==> src/rtl/dac_pkg.sv <==
// Shared constants for the DAC sample path: mode encodings and default sample width.
package dac_pkg;

    localparam logic MODE_FIFO = 1'b0;
    localparam logic MODE_LOOP = 1'b1;

    localparam int SAMPLE_BITS = 8;

endpackage

==> src/rtl/sample_ram.sv <==
// Simple dual-port sample RAM: synchronous write, registered read gated by rd_en_i.
// The read register resets to zero; the array itself is zero only at configuration.
module sample_ram
    import dac_pkg::*;
#(
    parameter  int BITS  = SAMPLE_BITS,
    parameter  int DEPTH = 128,
    localparam int AW    = $clog2(DEPTH)
) (
    input  logic            clk,
    input  logic            rst_n,
    input  logic            wr_en_i,
    input  logic [AW-1:0]   wr_addr_i,
    input  logic [BITS-1:0] wr_data_i,
    input  logic            rd_en_i,
    input  logic [AW-1:0]   rd_addr_i,
    output logic [BITS-1:0] rd_data_o
);

    logic [BITS-1:0] mem [DEPTH] = '{default: '0};
    logic [BITS-1:0] rd_data_q;

    always_ff @(posedge clk) begin
        if (wr_en_i) begin
            mem[wr_addr_i] <= wr_data_i;
        end
    end

    // Without a read enable the output register keeps the last sample.
    always_ff @(posedge clk) begin
        if (!rst_n) begin
            rd_data_q <= '0;
        end else if (rd_en_i) begin
            rd_data_q <= mem[rd_addr_i];
        end
    end

    assign rd_data_o = rd_data_q;

endmodule

==> src/rtl/sample_buffer.sv <==
// DAC sample store: pointers, level, sticky status and mode/flush control around sample_ram.
// FIFO mode consumes entries on read; LOOP mode replays stored entries endlessly.
module sample_buffer
    import dac_pkg::*;
#(
    parameter  int BITS  = SAMPLE_BITS,
    parameter  int DEPTH = 128,
    localparam int AW    = $clog2(DEPTH)
) (
    input  logic            clk,
    input  logic            rst_n,
    input  logic            mode,
    input  logic            clear,
    input  logic            wr_en,
    input  logic [BITS-1:0] wr_data,
    output logic            wr_ready,
    input  logic            rd_en,
    output logic [BITS-1:0] rd_data,
    output logic            rd_valid,
    output logic [AW:0]     level,
    output logic            empty,
    output logic            overflow,
    output logic            underflow
);

    localparam int          LW       = AW + 1;
    localparam logic [AW:0] FULL_LVL = LW'(DEPTH);

    logic          mode_q;
    logic [AW-1:0] wr_ptr_q, wr_ptr_d;
    logic [AW-1:0] rd_ptr_q, rd_ptr_d;
    logic [AW:0]   level_q, level_d;
    logic          rd_valid_q, rd_valid_d;
    logic          overflow_q, overflow_d;
    logic          underflow_q, underflow_d;

    logic          flush;
    logic          is_empty;
    logic          can_write;
    logic          wr_acc;
    logic          rd_acc;
    logic [AW:0]   level_m1;
    logic [AW-1:0] loop_last;

    // A mode change discards the buffer so stale samples never play in the new mode.
    assign flush     = clear || (mode != mode_q);
    assign is_empty  = (level_q == '0);
    assign can_write = (level_q != FULL_LVL);
    assign wr_acc    = !flush && wr_en && can_write;
    assign rd_acc    = !flush && rd_en && !is_empty;

    assign level_m1  = level_q - 1'b1;
    assign loop_last = level_m1[AW-1:0];

    always_comb begin
        wr_ptr_d    = wr_ptr_q;
        rd_ptr_d    = rd_ptr_q;
        level_d     = level_q;
        rd_valid_d  = 1'b0;
        overflow_d  = overflow_q;
        underflow_d = underflow_q;

        if (flush) begin
            wr_ptr_d    = '0;
            rd_ptr_d    = '0;
            level_d     = '0;
            overflow_d  = 1'b0;
            underflow_d = 1'b0;
        end else begin
            rd_valid_d = rd_acc;

            if (wr_acc) begin
                wr_ptr_d = wr_ptr_q + 1'b1;
            end

            if (rd_acc) begin
                if (mode_q == MODE_LOOP && rd_ptr_q == loop_last) begin
                    rd_ptr_d = '0;
                end else begin
                    rd_ptr_d = rd_ptr_q + 1'b1;
                end
            end

            // LOOP playback never consumes, so only writes move the level there.
            if (wr_acc && !(rd_acc && mode_q == MODE_FIFO)) begin
                level_d = level_q + 1'b1;
            end else if (!wr_acc && rd_acc && mode_q == MODE_FIFO) begin
                level_d = level_q - 1'b1;
            end

            if (wr_en && !can_write) begin
                overflow_d = 1'b1;
            end
            if (rd_en && is_empty) begin
                underflow_d = 1'b1;
            end
        end
    end

    always_ff @(posedge clk) begin
        if (!rst_n) begin
            mode_q      <= mode;
            wr_ptr_q    <= '0;
            rd_ptr_q    <= '0;
            level_q     <= '0;
            rd_valid_q  <= 1'b0;
            overflow_q  <= 1'b0;
            underflow_q <= 1'b0;
        end else begin
            mode_q      <= mode;
            wr_ptr_q    <= wr_ptr_d;
            rd_ptr_q    <= rd_ptr_d;
            level_q     <= level_d;
            rd_valid_q  <= rd_valid_d;
            overflow_q  <= overflow_d;
            underflow_q <= underflow_d;
        end
    end

    sample_ram #(
        .BITS  (BITS),
        .DEPTH (DEPTH)
    ) u_ram (
        .clk       (clk),
        .rst_n     (rst_n),
        .wr_en_i   (wr_acc),
        .wr_addr_i (wr_ptr_q),
        .wr_data_i (wr_data),
        .rd_en_i   (rd_acc),
        .rd_addr_i (rd_ptr_q),
        .rd_data_o (rd_data)
    );

    assign wr_ready  = can_write;
    assign rd_valid  = rd_valid_q;
    assign level     = level_q;
    assign empty     = is_empty;
    assign overflow  = overflow_q;
    assign underflow = underflow_q;

endmodule

==> config.mk <==
export PLATFORM = sky130hd
export DESIGN_NAME = sample_buffer
export DESIGN_NICKNAME = d
export VERILOG_FILES = /design/src/rtl/dac_pkg.sv /design/src/rtl/sample_ram.sv /design/src/rtl/sample_buffer.sv
export SDC_FILE = /design/constraint.sdc
export NUM_CORES = 1
export LEC_CHECK = 0
export BUFFER_PORTS_ARGS = -buffer_cell sky130_fd_sc_hd__buf_2
export CAP_MARGIN = 20
export CELL_PAD_IN_SITES_DETAIL_PLACEMENT = 1
export CELL_PAD_IN_SITES_GLOBAL_PLACEMENT = 2
export CORE_MARGIN = 3
export CORE_UTILIZATION = 53
export CTS_CLUSTER_DIAMETER = 150
export CTS_CLUSTER_SIZE = 25
export DETAILED_ROUTE_END_ITERATION = 6
export GPL_ROUTABILITY_DRIVEN = 1
export PLACE_DENSITY_LB_ADDON = 0.1
export SYNTH_ARGS = -nofsm -noshare
export SYNTH_HDL_FRONTEND = slang
export SYNTH_HIERARCHICAL = 1
export SYNTH_SLANG_ARGS = --single-unit
==> constraint.sdc <==
create_clock -name clk -period 8.3 [get_ports clk]
set_clock_uncertainty 0.15 [all_clocks]
set_input_delay 1.66 -clock clk [delete_from_list [all_inputs] [get_ports clk]]
set_output_delay 1.66 -clock clk [all_outputs]
set_load 0.02 [all_outputs]
; ---- Word-level counts from Yosys, hierarchy flattened
; Memories as Yosys holds them, arrays and structs flattened. A register that Yosys moved wholly into a read port is not among the register bits.
; Cells that the tools add are included.
[classes]
add_sub_neg = 4
multipliers = 0
div = 0
magnitude_cmp = 0
n_eq_ne = 3
shift = 0
mux = 5
n_bitwise = 2
reduce_logical = 21
[op_table]
columns = operator, count
row1 = $mux 8, 2
row2 = $add 7x1->7 const B, 2
row3 = $logic_and 1x1->1, 11
row4 = $add 8x1->8 const B, 1
row5 = $logic_not 8->1, 1
row6 = $ne 8x8->1 const B, 1
row7 = $sub 8x1->8 const B, 1
row8 = $eq 7x7->1, 1
row9 = $mux 7, 1
row10 = $logic_not 1->1, 6
row11 = $mux 1, 2
row12 = $not 1->1, 2
row13 = $reduce_bool 2->1, 1
row14 = $reduce_or 2->1, 1
row15 = $logic_or 1x1->1, 1
row16 = $ne 1x1->1, 1
[totals]
regBits = 26
latch_bits = 0
ramBits = 1024
romBits = 0
inputBits = 14
memories = 1
[mem_list]
columns = memory, depth, width, read_ports, rd_ports_with_merged_regs, write_ports, line_no
row1 = u_ram.mem, 128, 8, 1, 1, 1, sample_ram.sv:20  ; logic [BITS-1:0] mem [DEPTH] = '{default: '0};

; ---- Longest topological paths before layout
[depth]
word_depth = 10
mapped_depth = 12

; ---- By module
; Netlist, hierarchy kept.
[modules_own_cells]
columns = module, n_inst, cells_per_inst, area_each_um2, seq_area_each_um2
row1 = sample_ram, 1, 2036, 40513.9, 30909.6
row2 = sample_buffer, 1, 192, 1560.2, 520.5

; ---- Worst setup path before layout
; OpenSTA, ideal clock, no wires.
[synth_path]
path_kind = input to register
start = input mode
end = memory u_ram/mem[109][0] in the netlist's numbering (enable)
arrival_ns = 3.636
required_ns = 7.780
path_slack_ns = 4.144
cell_stages = 9
path_buffers = 3
path_cell_list = xor2_1 > or2_2 > clkbuf_1 > nor2_1 > clkbuf_1 > nor2b_1 > nand3_1 > clkbuf_1 > nor2_1
[synth_between]
elab_chain_len = 7
[synth_lines]
columns = item, line_no
row1 = from (decl), sample_buffer.sv:12  ; input logic mode,
row2 = $ne 1x1->1, sample_buffer.sv:46  ; assign flush = clear || (mode != mode_q);
row3 = $logic_or 1x1->1, sample_buffer.sv:46
row4 = $logic_not 1->1, sample_buffer.sv:49  ; assign wr_acc = !flush && wr_en && can_write;
row5 = $logic_and 1x1->1 (2 in series), sample_buffer.sv:49
row6 = net wr_acc, sample_buffer.sv:40  ; logic wr_acc;
row7 = $mux 1, sample_ram.sv:24  ; if (wr_en_i) begin
row8 = $mux 1 (not written as such), sample_ram.sv:25  ; mem[wr_addr_i] <= wr_data_i;
row9 = to (decl), sample_ram.sv:20
; The timed path passes the listed nets, and every way through them passes these cells.

; ---- Worst setup path after layout
[layout_path]
start = input mode
end = memory u_ram/mem[29][6] in the netlist's numbering (enable)
; The elaborated chain is that of the path after synthesis.

==> results by stage <==
STA:
- Setup repair after global routing left no endpoint under its margin.
- Counting I/O delays and the setup requirement, the final critical path takes between 4 and 5 ns.
- The max-slew headroom at the worst pin is about a quarter.
- In the final timing run, aggregate negative setup slack is 0 ns.
- The final critical-path share of the clock period is 59.35%.
- The final number of hold-violating endpoints is 0.
- Setup violations remaining at the end of the flow were counted as 0.
- The number of pins with negative max-slew slack in the final report is 0.
- Based on the critical path, the design can be clocked at up to roughly 200 MHz.
- For the pin with the worst max-slew slack, the measured transition is between 1 and 1.5 ns.

GRT:
- The total global-route track usage is between 20% and 30%.
- The initial antenna violation count is 4.
- The first global-routing pass estimated ~160000 um of wire.
- The number of global-route vias before repair is around 22000.
- The pin count of the biggest net entering global routing is ~120.
- The total overflow reported by the global router is 0.

Logic synthesis:
- During synthesis, Yosys emitted a total of 6 warnings.
- The proportion of synthesized chip area in sequential cells is ~75%.
- The post-synthesis net count is between 2000 and 2500.
- Counting flops with a built-in enable in the synthesized netlist gives 1024.
- The netlist uses 68 different library cells.
- After synthesis the netlist holds a flip-flop and latch count of 1058.
- The most used flip-flop cell after synthesis is sky130_fd_sc_hd__edfxtp_1.
- The post-synthesis instance area is ~0.042 mm^2.
- A synthesized cell averages roughly 19 um^2.
- Synthesis produced a netlist whose cell count is approximately 2200.
- The fraction of synthesis flops using an asynchronous set or reset pin is 0%.

Placement:
- The final RePlAce weighted congestion is between 0.8 and 0.9.
- The HPWL reported at the end of detailed placement is around 71000 um.
- The count of buffers inserted at the top-level ports is 34.
- The cell area after placement is between 0.04 and 0.05 mm^2.

CTS:
- The clock tree synthesis step divided the H-tree into 2 levels.
- CTS placed an instance of sky130_fd_sc_hd__clkbuf_16 at the clock tree root.
- Post-CTS timing repair inserted 0 buffers for setup.
- The number of gates resized after CTS is 0.
- The number of clock sinks seen by CTS is around 1100.
- The number of hold buffers added after CTS was 0.
- The clock passes through at most 3 buffers.
- Counting the buffers created by CTS gives between 40 and 50.
- The clock reaches the later pin of the worst-skew pair after 0.64 ns.
- Clock-pin slew was measured on the worst setup and hold paths at roughly 0.10 ns.
- The TritonCTS clock tree is built.

Setup path:
- The arrival time reported for the critical path endpoint is roughly 5.0 ns.
- For the worst flop-to-flop path, the logic depth is 9.
- The setup check on the worst reg-to-reg path leaves a slack of between 3 and 4 ns.
- The data required time at the worst endpoint is approximately 8.4 ns.
- Of all nets on the critical path, the largest fanout is 11.
- The kind of start point of the critical path is an input pin.
- The critical path in this run is classified as input pin to flip-flop.
- The worst setup path is captured at a flip-flop.

Finish:
- Counting the fill cells in the layout gives 6850.
- The proportion of layout cells with a drive suffix above 1 is between 10 and 15%.
- The finished cells cover around 0.044 mm^2.
- The library cell used most frequently in the layout, excluding fill and tap cells, is sky130_fd_sc_hd__edfxtp_1.
- The antenna diode instance count is 0.
- In the layout the commonest cells are sky130_fd_sc_hd__edfxtp_1 (1024), sky130_fd_sc_hd__mux2i_1 (200), sky130_fd_sc_hd__nor2_1 (154).
- The net count reported at finish is 2249.
- The post-synthesis to final-layout area growth is 5.623%.

Detailed routing:
- The detailed router put a total of roughly 48000 um of wire on met1.
- The total DRC errors in the routed layout is 0.
- The antenna violation net count after detailed routing is 0.
- The number of iterations in the first detailed-routing pass is 6.
- The detailed router finished its first iteration with around 2800 violations.
- The final layout contains routed wiring with a total length of 112000 um.
- The met3 wire length is about 8000 um.
- The highest layer touched by signal routing is met5.
- The final route contains around 22000 vias.
- In the detailed route, the total length drawn on met2 is between 50000 and 60000 um.
- The mean routed wirelength per cell is between 30 and 40 um.
- Using the TritonRoute via totals, the vias-per-cell ratio works out to about 6.6.

Floorplan:
- The area of the die is 0.08280 mm^2.
- The area of the core is between 0.07 and 0.08 mm^2.
- 35 I/O pins were placed.
- The initial cell density of the core is a little over half.
- The height of the die is 287.8 um.
- The floorplan step set the die width to 287.8 um.
- The total number of placement rows is between 100 and 150.

Power:
- Of the total power, combinational logic draws 1.6%.
- Of the total power, the clock network draws between 30% and 40%.
- The cell area power density is a little under 200 mW/mm^2.
- The internal power contribution is between 6 and 7 mW.
- The switching power total is roughly 1.7 mW.
- VDD sags by at most a little over 0.2 mV.
- In this run switching power makes up about 20% of total power.
- The static power due to leakage is ~13 nW.
- The sequential fraction of design power is between 60 and 70%.

Min path:
- The worst hold path belongs to the class flip-flop to flip-flop.
- The cell depth of the worst min-delay path is 2.

Job:
- The max-cap check violation count is 0.

Status:
- The run finished with clean final reports.
power groups by stage:
| stage | sequential (mW) | combinational (mW) | clock, mW |
|---|---|---|---|
| 5_1_grt | 5.85 | 0.152 | 2.91 |
| 3_5_place_dp | 5.97 | 0.145 | 0 |
| 6_report | 5.85 | 0.141 | 2.66 |
| 3_3_place_gp | 5.97 | 0.141 | 0 |
| 4_1_cts | 5.85 | 0.144 | 2.73 |
| 2_1_floorplan | 5.97 | 0.0186 | 0 |
synth_stat cells (2+ instances only):
cell type | count | area [um^2]
sky130_fd_sc_hd__edfxtp_1 | 1024 | 30750
sky130_fd_sc_hd__mux2i_1 | 200 | 2002
sky130_fd_sc_hd__nor2_1 | 155 | 581.8
sky130_fd_sc_hd__mux4_2 | 146 | 3288
sky130_fd_sc_hd__a22oi_1 | 91 | 683.2
sky130_fd_sc_hd__nor3_1 | 61 | 305.3
sky130_fd_sc_hd__nand2_1 | 59 | 221.5
sky130_fd_sc_hd__clkbuf_1 | 51 | 191.4
sky130_fd_sc_hd__a21oi_1 | 50 | 250.2
sky130_fd_sc_hd__nand3_1 | 39 | 195.2
sky130_fd_sc_hd__dfxtp_1 | 34 | 680.7
sky130_fd_sc_hd__mux2_2 | 22 | 247.7
sky130_fd_sc_hd__buf_6 | 20 | 225.2
sky130_fd_sc_hd__mux4_1 | 20 | 525.5
sky130_fd_sc_hd__o21ai_0 | 20 | 100.1
sky130_fd_sc_hd__buf_2 | 19 | 95.09
sky130_fd_sc_hd__a221oi_1 | 18 | 157.7
sky130_fd_sc_hd__nand4_1 | 15 | 93.84
sky130_fd_sc_hd__xnor2_1 | 15 | 131.4
sky130_fd_sc_hd__nor2b_1 | 13 | 81.33
sky130_fd_sc_hd__buf_1 | 11 | 41.29
sky130_fd_sc_hd__buf_4 | 11 | 82.58
sky130_fd_sc_hd__o22ai_1 | 10 | 62.56
sky130_fd_sc_hd__buf_8 | 8 | 120.1
sky130_fd_sc_hd__inv_1 | 8 | 30.03
sky130_fd_sc_hd__a22o_1 | 7 | 61.31
sky130_fd_sc_hd__and2_1 | 7 | 43.79
sky130_fd_sc_hd__nand2b_1 | 7 | 43.79
sky130_fd_sc_hd__nor4_1 | 7 | 43.79
sky130_fd_sc_hd__xor2_1 | 7 | 61.31
sky130_fd_sc_hd__o21a_1 | 6 | 45.04
sky130_fd_sc_hd__ha_1 | 5 | 62.56
sky130_fd_sc_hd__a211oi_1 | 4 | 30.03
sky130_fd_sc_hd__buf_12 | 4 | 80.08
sky130_fd_sc_hd__nor3_2 | 4 | 40.04
sky130_fd_sc_hd__o2111ai_1 | 4 | 35.03
sky130_fd_sc_hd__or3_1 | 4 | 25.02
sky130_fd_sc_hd__a31oi_1 | 3 | 18.77
sky130_fd_sc_hd__and3_1 | 3 | 18.77
sky130_fd_sc_hd__or2_2 | 3 | 18.77
sky130_fd_sc_hd__a311oi_1 | 2 | 17.52
sky130_fd_sc_hd__nor3b_1 | 2 | 15.01
sky130_fd_sc_hd__o21ai_1 | 2 | 10.01
sky130_fd_sc_hd__o31a_1 | 2 | 17.52
sky130_fd_sc_hd__or3b_2 | 2 | 17.52
path summary, 6_finish.rpt:
check,end,startpoint
max,u_ram/mem[29][6],mode
min reg2reg,underflow,underflow
max reg2reg,u_ram/mem[29][6],level[0]
min,underflow,underflow
worst max-delay path, stage by stage:
cell,delay [ns]
sky130_fd_sc_hd__buf_2,0.12
sky130_fd_sc_hd__xor2_1,0.16
sky130_fd_sc_hd__or2_2,0.41
sky130_fd_sc_hd__nor2_1,0.60
sky130_fd_sc_hd__nor2b_1,0.37
sky130_fd_sc_hd__nand3_1,0.63
sky130_fd_sc_hd__buf_4,0.46
sky130_fd_sc_hd__nor2_1,0.61
through the flow:
| step | worst slack [ns] | std cells | power, mW | hold WS [ns] | utilization (%) |
|---|---|---|---|---|---|
| 2_1_floorplan | 4.144 | 2228 | 5.988 | 0.3278 | - |
| 3_3_place_gp | 2.921 | 3213 | 6.111 | 0.2999 | 55.14 |
| 3_5_place_dp | 2.790 | 3213 | 6.115 | 0.3152 | 55.14 |
| 4_1_cts | 3.450 | 3283 | 8.720 | 0.3440 | 56.84 |
| 5_1_grt | 3.320 | 3290 | 8.914 | 0.3707 | 56.90 |
| 6_report | 3.374 | 3290 | 8.646 | 0.3348 | 56.90 |
layout make-up:
cell class / count / area (um^2) / share of cell area [%]
clock inverter: 3 / 37.54 / 0.08446
inverter: 9 / 33.78 / 0.07602
clock buffer: 67 / 1294 / 2.911
multi-input combinational: 1037 / 9802 / 22.06
tap: 1040 / 1301 / 2.928
timing repair buffer: 76 / 530.5 / 1.194
sequential: 1058 / 31440 / 70.75
sequential cells by signal, summed over array words and instances, names as in the netlist:
register	flops
level	8
mode_q	1
overflow	1
rd_ptr_q	7
rd_valid	1
u_ram/mem	1024
u_ram/rd_data_o	8
underflow	1
wr_ptr_q	7
metal layers:
metal,up-vias,track usage [%]
met5,-,0
met4,2,6.282
met3,135,3.191
met2,971,43.06
met1,11600,40.93
li1,8994,-
cells by family after synthesis:
logic type      synth area share, %
mux                           14.47
flops                         74.70
buf+inv                       2.067
xor+xnor                     0.4580
compound gates                3.836
simple gates                  4.315
fa+ha+maj                    0.1487
Note: power is estimated with default switching activity, not from simulation.
